`src/rtl/sprite_compositor_if.sv`:
```
// Pixel/colour bus between the address-generation side and the sprite compositor.
// The master drives pixel inputs; the slave (compositor) drives registered video outputs.
interface sprite_compositor_if #(
   parameter int unsigned NUM_LAYERS  = 8,
   parameter int unsigned COLOR_W     = 24,
   parameter int unsigned ANIM_FRAMES = 4
);
   localparam int unsigned HitW = $clog2(NUM_LAYERS) + 1;
   localparam int unsigned AfW  = (ANIM_FRAMES > 1) ? $clog2(ANIM_FRAMES) : 1;

   logic                          pix_valid;
   logic [9:0]                    DrawX;
   logic [9:0]                    DrawY;
   logic [NUM_LAYERS-1:0]         layer_hit;
   logic [NUM_LAYERS*COLOR_W-1:0] layer_color;
   logic [COLOR_W-1:0]            bg_color;
   logic [1:0]                    mode;
   logic                          frame_start;
   logic                          anim_en;

   logic [AfW-1:0]                anim_frame;
   logic                          out_valid;
   logic [7:0]                    VGA_R;
   logic [7:0]                    VGA_G;
   logic [7:0]                    VGA_B;
   logic [9:0]                    out_x;
   logic [9:0]                    out_y;
   logic [HitW-1:0]               hit_layer;

   modport master (
      output pix_valid, DrawX, DrawY, layer_hit, layer_color, bg_color, mode,
      output frame_start, anim_en,
      input  anim_frame, out_valid, VGA_R, VGA_G, VGA_B, out_x, out_y, hit_layer
   );

   modport slave (
      input  pix_valid, DrawX, DrawY, layer_hit, layer_color, bg_color, mode,
      input  frame_start, anim_en,
      output anim_frame, out_valid, VGA_R, VGA_G, VGA_B, out_x, out_y, hit_layer
   );
endinterface

```
`src/rtl/sprite_compositor.sv`:
```
// Two-stage priority compositor of NUM_LAYERS colour-keyed sprite layers over a background,
// plus the global animation-frame counter. All outputs are registered.
module sprite_compositor #(
   parameter int unsigned         NUM_LAYERS  = 8,
   parameter int unsigned         COLOR_W     = 24,
   parameter logic [COLOR_W-1:0]  KEY_COLOR   = 24'hFFFFFF,
   parameter int unsigned         ANIM_FRAMES = 4,
   parameter int unsigned         ANIM_DIV    = 8
) (
   input  logic                Clk,
   input  logic                Reset,
   sprite_compositor_if.slave  bus
);
   localparam int unsigned HitW = $clog2(NUM_LAYERS) + 1;
   localparam int unsigned AfW  = (ANIM_FRAMES > 1) ? $clog2(ANIM_FRAMES) : 1;
   localparam int unsigned DivW = (ANIM_DIV > 1) ? $clog2(ANIM_DIV) : 1;
   localparam int unsigned LcW  = NUM_LAYERS * COLOR_W;

   // Stage 1 registers
   logic                  v1_q;
   logic [9:0]            x1_q, y1_q;
   logic [1:0]            mode1_q;
   logic [COLOR_W-1:0]    bg1_q;
   logic [NUM_LAYERS-1:0] opaque1_q, opaque_d;
   logic [LcW-1:0]        col1_q;

   // Output registers
   logic                  v2_q;
   logic [9:0]            x2_q, y2_q;
   logic [COLOR_W-1:0]    rgb_q, rgb_d;
   logic [HitW-1:0]       hit_q, hit_d;

   // Animation state
   logic [DivW-1:0]       div_q, div_d;
   logic [AfW-1:0]        af_q, af_d;

   always_comb begin
      opaque_d = '0;
      for (int i = 0; i < NUM_LAYERS; i++) begin
         opaque_d[i] = bus.layer_hit[i] &&
                       (bus.layer_color[i*COLOR_W +: COLOR_W] != KEY_COLOR);
      end
   end

   always_ff @(posedge Clk) begin
      if (Reset) begin
         v1_q      <= 1'b0;
         x1_q      <= '0;
         y1_q      <= '0;
         mode1_q   <= '0;
         bg1_q     <= '0;
         opaque1_q <= '0;
         col1_q    <= '0;
      end else begin
         v1_q      <= bus.pix_valid;
         x1_q      <= bus.DrawX;
         y1_q      <= bus.DrawY;
         mode1_q   <= bus.mode;
         bg1_q     <= bus.bg_color;
         opaque1_q <= opaque_d;
         col1_q    <= bus.layer_color;
      end
   end

   // Scan from the lowest priority upward so the lowest opaque index is written last.
   always_comb begin
      rgb_d = bg1_q;
      hit_d = '1;
      unique case (mode1_q)
         2'd0: begin
            for (int i = NUM_LAYERS - 1; i >= 0; i--) begin
               if (opaque1_q[i]) begin
                  rgb_d = col1_q[i*COLOR_W +: COLOR_W];
                  hit_d = HitW'(i);
               end
            end
         end
         2'd1: rgb_d = 24'h880088;
         2'd2: rgb_d = {8'h7B, 8'hFF, 8'h7F - {1'b0, x1_q[9:3]}};
         2'd3: rgb_d = '0;
      endcase
   end

   always_ff @(posedge Clk) begin
      if (Reset) begin
         v2_q  <= 1'b0;
         x2_q  <= '0;
         y2_q  <= '0;
         rgb_q <= '0;
         hit_q <= '1;
      end else begin
         v2_q  <= v1_q;
         x2_q  <= x1_q;
         y2_q  <= y1_q;
         rgb_q <= rgb_d;
         hit_q <= hit_d;
      end
   end

   always_comb begin
      div_d = div_q;
      af_d  = af_q;
      if (bus.frame_start && bus.anim_en) begin
         if (div_q == DivW'(ANIM_DIV - 1)) begin
            div_d = '0;
            af_d  = (af_q == AfW'(ANIM_FRAMES - 1)) ? '0 : af_q + 1'b1;
         end else begin
            div_d = div_q + 1'b1;
         end
      end
   end

   always_ff @(posedge Clk) begin
      if (Reset) begin
         div_q <= '0;
         af_q  <= '0;
      end else begin
         div_q <= div_d;
         af_q  <= af_d;
      end
   end

   assign bus.out_valid  = v2_q;
   assign bus.out_x      = x2_q;
   assign bus.out_y      = y2_q;
   assign bus.VGA_R      = rgb_q[16 +: 8];
   assign bus.VGA_G      = rgb_q[8 +: 8];
   assign bus.VGA_B      = rgb_q[0 +: 8];
   assign bus.hit_layer  = hit_q;
   assign bus.anim_frame = af_q;
endmodule

```
`src/flat_wrapper.sv`:
```
// flat-port wrapper written by rule: the top's interface ports become plain ports
module sprite_compositor_flat 
#(
   parameter int unsigned         NUM_LAYERS  = 8,
   parameter int unsigned         COLOR_W     = 24,
   parameter logic [COLOR_W-1:0]  KEY_COLOR   = 24'hFFFFFF,
   parameter int unsigned         ANIM_FRAMES = 4,
   parameter int unsigned         ANIM_DIV    = 8
)
  (Clk, Reset, bus_pix_valid, bus_DrawX, bus_DrawY, bus_layer_hit, bus_layer_color, bus_bg_color, bus_mode, bus_frame_start, bus_anim_en, bus_anim_frame, bus_out_valid, bus_VGA_R, bus_VGA_G, bus_VGA_B, bus_out_x, bus_out_y, bus_hit_layer);
  sprite_compositor_if #(.NUM_LAYERS(NUM_LAYERS), .COLOR_W(COLOR_W), .ANIM_FRAMES(ANIM_FRAMES)) bus_i ();
  input  logic Clk;
  input  logic Reset;
  input wire logic [$bits(bus_i.pix_valid)-1:0] bus_pix_valid;
  input wire logic [$bits(bus_i.DrawX)-1:0] bus_DrawX;
  input wire logic [$bits(bus_i.DrawY)-1:0] bus_DrawY;
  input wire logic [$bits(bus_i.layer_hit)-1:0] bus_layer_hit;
  input wire logic [$bits(bus_i.layer_color)-1:0] bus_layer_color;
  input wire logic [$bits(bus_i.bg_color)-1:0] bus_bg_color;
  input wire logic [$bits(bus_i.mode)-1:0] bus_mode;
  input wire logic [$bits(bus_i.frame_start)-1:0] bus_frame_start;
  input wire logic [$bits(bus_i.anim_en)-1:0] bus_anim_en;
  output wire logic [$bits(bus_i.anim_frame)-1:0] bus_anim_frame;
  output wire logic [$bits(bus_i.out_valid)-1:0] bus_out_valid;
  output wire logic [$bits(bus_i.VGA_R)-1:0] bus_VGA_R;
  output wire logic [$bits(bus_i.VGA_G)-1:0] bus_VGA_G;
  output wire logic [$bits(bus_i.VGA_B)-1:0] bus_VGA_B;
  output wire logic [$bits(bus_i.out_x)-1:0] bus_out_x;
  output wire logic [$bits(bus_i.out_y)-1:0] bus_out_y;
  output wire logic [$bits(bus_i.hit_layer)-1:0] bus_hit_layer;
  assign bus_i.pix_valid = bus_pix_valid;
  assign bus_i.DrawX = bus_DrawX;
  assign bus_i.DrawY = bus_DrawY;
  assign bus_i.layer_hit = bus_layer_hit;
  assign bus_i.layer_color = bus_layer_color;
  assign bus_i.bg_color = bus_bg_color;
  assign bus_i.mode = bus_mode;
  assign bus_i.frame_start = bus_frame_start;
  assign bus_i.anim_en = bus_anim_en;
  assign bus_anim_frame = bus_i.anim_frame;
  assign bus_out_valid = bus_i.out_valid;
  assign bus_VGA_R = bus_i.VGA_R;
  assign bus_VGA_G = bus_i.VGA_G;
  assign bus_VGA_B = bus_i.VGA_B;
  assign bus_out_x = bus_i.out_x;
  assign bus_out_y = bus_i.out_y;
  assign bus_hit_layer = bus_i.hit_layer;
  sprite_compositor #(.NUM_LAYERS(NUM_LAYERS), .COLOR_W(COLOR_W), .KEY_COLOR(KEY_COLOR), .ANIM_FRAMES(ANIM_FRAMES), .ANIM_DIV(ANIM_DIV)) u_core (.Clk(Clk), .Reset(Reset), .bus(bus_i));
endmodule
```
`config.mk`:
```
export PLATFORM = sky130hd
export DESIGN_NAME = sprite_compositor_flat
export DESIGN_NICKNAME = d
export VERILOG_FILES = /design/src/rtl/sprite_compositor_if.sv /design/src/rtl/sprite_compositor.sv /design/src/flat_wrapper.sv
export SDC_FILE = /design/constraint.sdc
export NUM_CORES = 1
export LEC_CHECK = 0
export ABC_AREA = 1
export CAP_MARGIN = 25
export CORE_UTILIZATION = 48
export DETAILED_ROUTE_END_ITERATION = 10
export PLACE_DENSITY = 0.78
export SYNTH_ARGS = -nofsm -noshare
export SYNTH_HDL_FRONTEND = slang
export SYNTH_SLANG_ARGS = --single-unit
```
`constraint.sdc`:
```
create_clock -name Clk -period 1.6 [get_ports Clk]
set_input_delay 0.16 -clock Clk [delete_from_list [all_inputs] [get_ports Clk]]
set_output_delay 0.16 -clock Clk [all_outputs]
set_load 0.02 [all_outputs]
```
-- After elaboration in Yosys (flattened, before gate mapping)
Cells that the tools add are included.
- register bits after elaboration: 301
- input port bits: 251
- output and inout bits: 51
- add/sub/neg operators: 3
- eq/ne operators: 13
- muxes and demuxes: 19
- bitwise operators: 1
- reduce and logical (&&, ||, !) cells: 12
- operators with widths (kind ; number):
    $mux W24 ; 8
    $ne A24 B24 Y1 const B ; 8
    $pmux W24 S4 ; 1
    $mux W4 ; 8
    $logic_and A1 B1 Y1 ; 9
    $sub A7 B7 Y8 const A ; 1
    $eq A2 B2 Y1 const B ; 3
    $add A3 B1 Y3 const B ; 1
    $eq A3 B3 Y1 const B ; 1
    $mux W3 ; 1
    $add A2 B1 Y2 const B ; 1
    $eq A2 B1 Y1 const B ; 1
    $logic_not A2 Y1 ; 1
    $mux W2 ; 1
    $reduce_and A2 Y1 ; 1
    $reduce_or A2 Y1 ; 1
    $not A1 Y1 ; 1

-- Logic depth before layout (Yosys ltp)
Gate-level depths: netlist of run 1.
- depth in word-level cells: 9
- mapped depth: 11
- depth with buffers taken out: 9

-- Least setup slack after synthesis of run 1
No wires, ideal clock.
- path kind: register -> register
- start point: register u_core.mode1_q[0]
- end point: register u_core.rgb_q[11]
- arrival time: 1.292 ns
- required time: 1.531 ns
- slack: 0.239 ns
- stages on the path, launching flop included: 9
- path buffers: 1
- clock period less this slack: 1.361 ns
- path through: dfxtp_1 -> inv_1 -> ha_1 -> inv_1 -> nand2_1 -> nor2_1 -> inv_1 -> buf_1 -> o21ai_1
- word-level cells in the longest chain between the ends: 2
- elaborated cells between the ends (all ways): 5
- ends and longest elaborated chain (item ; line ; source):
    start: declaration ; sprite_compositor.sv:22 ; logic [1:0] mode1_q;
    start signal: assignment ; sprite_compositor.sv:58 ; mode1_q <= bus.mode;
    $eq A2 B2 Y1 (tied with other cells) ; sprite_compositor.sv:69 ; unique case (mode1_q)
    $pmux W24 S4 * ; sprite_compositor.sv:69 ;
    end signal: assignment ; sprite_compositor.sv:95 ; rgb_q <= rgb_d;
    end: declaration ; sprite_compositor.sv:30 ; logic [COLOR_W-1:0] rgb_q, rgb_d;
Mark *: on every way between the ends. The rest lies on a longest branch, timed or not.
A chain may end at the register's enable or synchronous reset.

-- Final worst setup path of run 1
- start point: register u_core.opaque1_q[2]
- end point: register u_core.rgb_q[6]
- word-level cells in the longest chain between the ends: 4
- ends and longest elaborated chain (item ; line ; source):
    start: declaration ; sprite_compositor.sv:24 ; logic [NUM_LAYERS-1:0] opaque1_q, opaque_d;
    start signal: assignment ; sprite_compositor.sv:60 ; opaque1_q <= opaque_d;
    $mux W24 (3 in a row) ; sprite_compositor.sv:72 ; if (opaque1_q[i]) begin
    $pmux W24 S4 ; sprite_compositor.sv:69 ;
Every way passes these cells.

==> reports/results.txt, run 1 <==
status -> finished clean
Post-Place Setup Slack -> -0.0545 ns
number of enable flip-flop cells after synthesis -> 0
hold endpoint -> u_core.x1_q[2]
CP Class -> register to register
area post-placement -> 0.0143 sq mm
DR vias/cell -> 4.90
Total Wirelength -> 34.5 mm
RR Endpoint -> u_core.rgb_q[6]
antenna-violating nets left -> 0
DP HPWL -> 26.3 mm
Skew-Pair Late Insertion Delay -> 0.56 ns
post-synth top area cell -> dfxtp_1
layout cells sized above 1 -> 6.46%
CP Data Arrival Time -> 1.99 ns
register bit total from synthesis -> 301
most common cell after layout, fill and taps aside -> nor2_1
DIE WIDTH -> 153 um
Reg area -> 0.00603 sq mm
Hold Crit Class -> input port to register
most frequent cells in the layout -> 380 x nor2_1, 301 x dfxtp_1, 269 x inv_1, 249 x clkdlybuf4s50_1, 207 x nand2_1
worst slew pin tran -> 0.707 ns
WP data required -> 2.07 ns
number of I/O pins -> 302
CTS tree -> done
worst hold margin -> 0.109 ns
post-synth cell types -> 31
remaining global-route overflow -> 0
Clock Pin Slew Worst Setup and Hold Paths -> 0.06 ns
max_cap viols -> 0
Tcrit/Tclk final -> 95.1%
CP Capture Type -> register
Setup-failing EPs final -> 0
post-synth top area share -> 54.8%
vias in the first global route -> 9,964
clock skew -> 0.0177 ns
worst r2r path cells -> 7
GP Congestion -> 0.963
fmax -> 0.657 GHz
Root Buffer -> clkbuf_16
reg-to-reg startpoint -> u_core.opaque1_q[2]
Cell Pwr Density -> 1130 mW/mm^2
Netlist Area Pre-Place -> 0.0110 sq mm
Slew Limit Fails -> 0
area of the core -> 0.0222 sq mm
Vert. Die Dim -> 153 um
antenna violations before repair -> 0
async set or reset register ratio after synthesis -> 0%
footprint of the multi-input gates -> 0.00358 sq mm
Pwr Total -> 17.2 mW
post-layout util -> 69.1%
Port Buf Inserts -> 301
DR iter-0 viols -> 836
FILL cells -> 1,847
die area -> 0.0235 sq mm
LEAKAGE -> 7.61 nW
max_slew headroom -> 52.9%
WL per Instance -> 16.8 um
Non-Filler Instances -> 2,061
crit-path max FO -> 6
register area share after synthesis -> 54.8%
pin count of the biggest net entering global routing -> 80
post-route design area -> 0.0153 sq mm
Initial Util -> 49.6%
# diodes -> 0
dpl cells -> 2,002
RSZ-0062 raised after global routing -> no
Peak VDD IR -> 0.836 mV
synth warn -> 0
first-pass GRT wire length -> 52.9 mm
setup_tns -> 0 ns
GRT Resource Usage Total -> 29.1%
Hold Path Cell Cnt -> 3
average size of a mapped cell -> 7.58 sq um
vias -> 10,100
post-layout minimum cycle time -> 1.52 ns
Synth Flop Type -> dfxtp_1
cell row count -> 54
CTS Buf Count -> 30
CTS max path bufs -> 3
Worst Setup Start Kind -> register
worst setup margin -> 0.0777 ns
hold path start -> bus_DrawX[2]
syn_nets -> 1,708
final hold violation count -> 0
Post-Syn Instances -> 1,450
H-Tree Depth -> 1
Final #Nets -> 2,017
clock sink count -> 301
number of iterations in the first detailed-routing pass -> 5
Synth-to-Final Area Change -> 39.4%
DRC viols -> 0
ranking of synthesized cells by area -> dfxtp_1 55%, nor2_1 13%, inv_1 9.2%, nand2_1 7.1%, a21oi_1 2.3%
R2R Setup Slk -> 0.08 ns
==> state kept, by name (all words and copies together) (netlist names) <==
register and count:
u_core.col1_q 192, u_core.bg1_q 24, u_core.rgb_q 24, u_core.bus.out_x 10, u_core.bus.out_y 10, u_core.x1_q 10
u_core.y1_q 10, u_core.opaque1_q 8, u_core.bus.hit_layer 4, u_core.div_q 3, u_core.bus.anim_frame 2, u_core.mode1_q 2
u_core.bus.out_valid 1, u_core.v1_q 1
==> worst max path at each step <==
stage | startpoint | endpoint | depth (start not counted)
floorplan | u_core.mode1_q[0] | u_core.rgb_q[11] | 8
global placement | u_core.opaque1_q[2] | u_core.rgb_q[11] | 7
detailed placement | u_core.opaque1_q[2] | u_core.rgb_q[11] | 7
CTS | u_core.opaque1_q[2] | u_core.rgb_q[6] | 7
global route | u_core.opaque1_q[2] | u_core.rgb_q[17] | 8
finish | u_core.opaque1_q[2] | u_core.rgb_q[6] | 7
==> synth_stat cells, types with 2 or more instances <==
master	n
a21oi_1	51
a22o_1	12
a22oi_1	3
a31oi_1	8
buf_1	5
buf_2	33
buf_4	9
buf_6	8
clkbuf_1	7
dfxtp_1	301
ha_1	7
inv_1	270
inv_2	8
nand2_1	208
nand3_1	21
nand4_1	39
nor2_1	381
nor2_8	2
nor3_1	6
nor4_1	7
o21ai_0	28
o21ai_1	25
o221a_2	3
==> area by class of cell <==
class / instances / share of cell area (%)
multi-input combinational: 807 / 23.4
inverter: 280 / 6.90
clock inverter: 10 / 0.645
tap: 280 / 2.29
clock buffer: 44 / 5.90
sequential: 301 / 39.3
timing repair buffer: 339 / 21.6
==> worst max-delay path: stages, from the launching register on <==
cell,delay [ns]
dfxtp_1,0.45
inv_1,0.10
nand2_2,0.16
buf_4,0.17
nor2_1,0.04
nor2_1,0.23
a21oi_1,0.12
o21ai_1,0.17
==> cell families (layout without fill, tap and decap cells) <==
kind of cell	Yosys count	after routing	share of synthesized area, %
buf+inv	342	673	12.9
simple gates	667	667	24.5
flops	301	301	54.8
fa+ha+maj	7	7	0.797
compound gates	133	133	6.89
==> power by group <==
part	switching [mW]	total, mW	internal [mW]
logic	1.16	2.20	1.04
clock network	2.88	6.95	4.07
registers	0.183	8.10	7.91
==> layer usage <==
metal	GRT usage (%)	up-vias	wire length, um	share of wire, %
li1	-	4954	-	-
met1	37.6	4602	14600	42
met2	47.4	468	15500	45
met3	6.32	70	3140	9.1
met4	11.2	0	1280	3.7
met5	0	-	0	0
==> timing repair <==
item,in CTS,in global routing
buffers inserted,3,1
resized for setup,52,10
hold buffers,1,0
pin swaps,1,0
endpoints found under the hold margin,2,0
setup endpoints to repair,56,18
Power figures use the tool's default switching activity.
==> run 2: changes to the inputs <==
--- a/config.mk
+++ b/config.mk
@@ -6,6 +6,7 @@
 export NUM_CORES = 1
 export LEC_CHECK = 0
 export ABC_AREA = 1
+export ABC_CLOCK_PERIOD_IN_PS = 1600
 export CAP_MARGIN = 25
 export CORE_UTILIZATION = 48
 export DETAILED_ROUTE_END_ITERATION = 10
==> results of run 2 <==
Same layout as run 1: the final DEF is identical, and so are final timing and power.
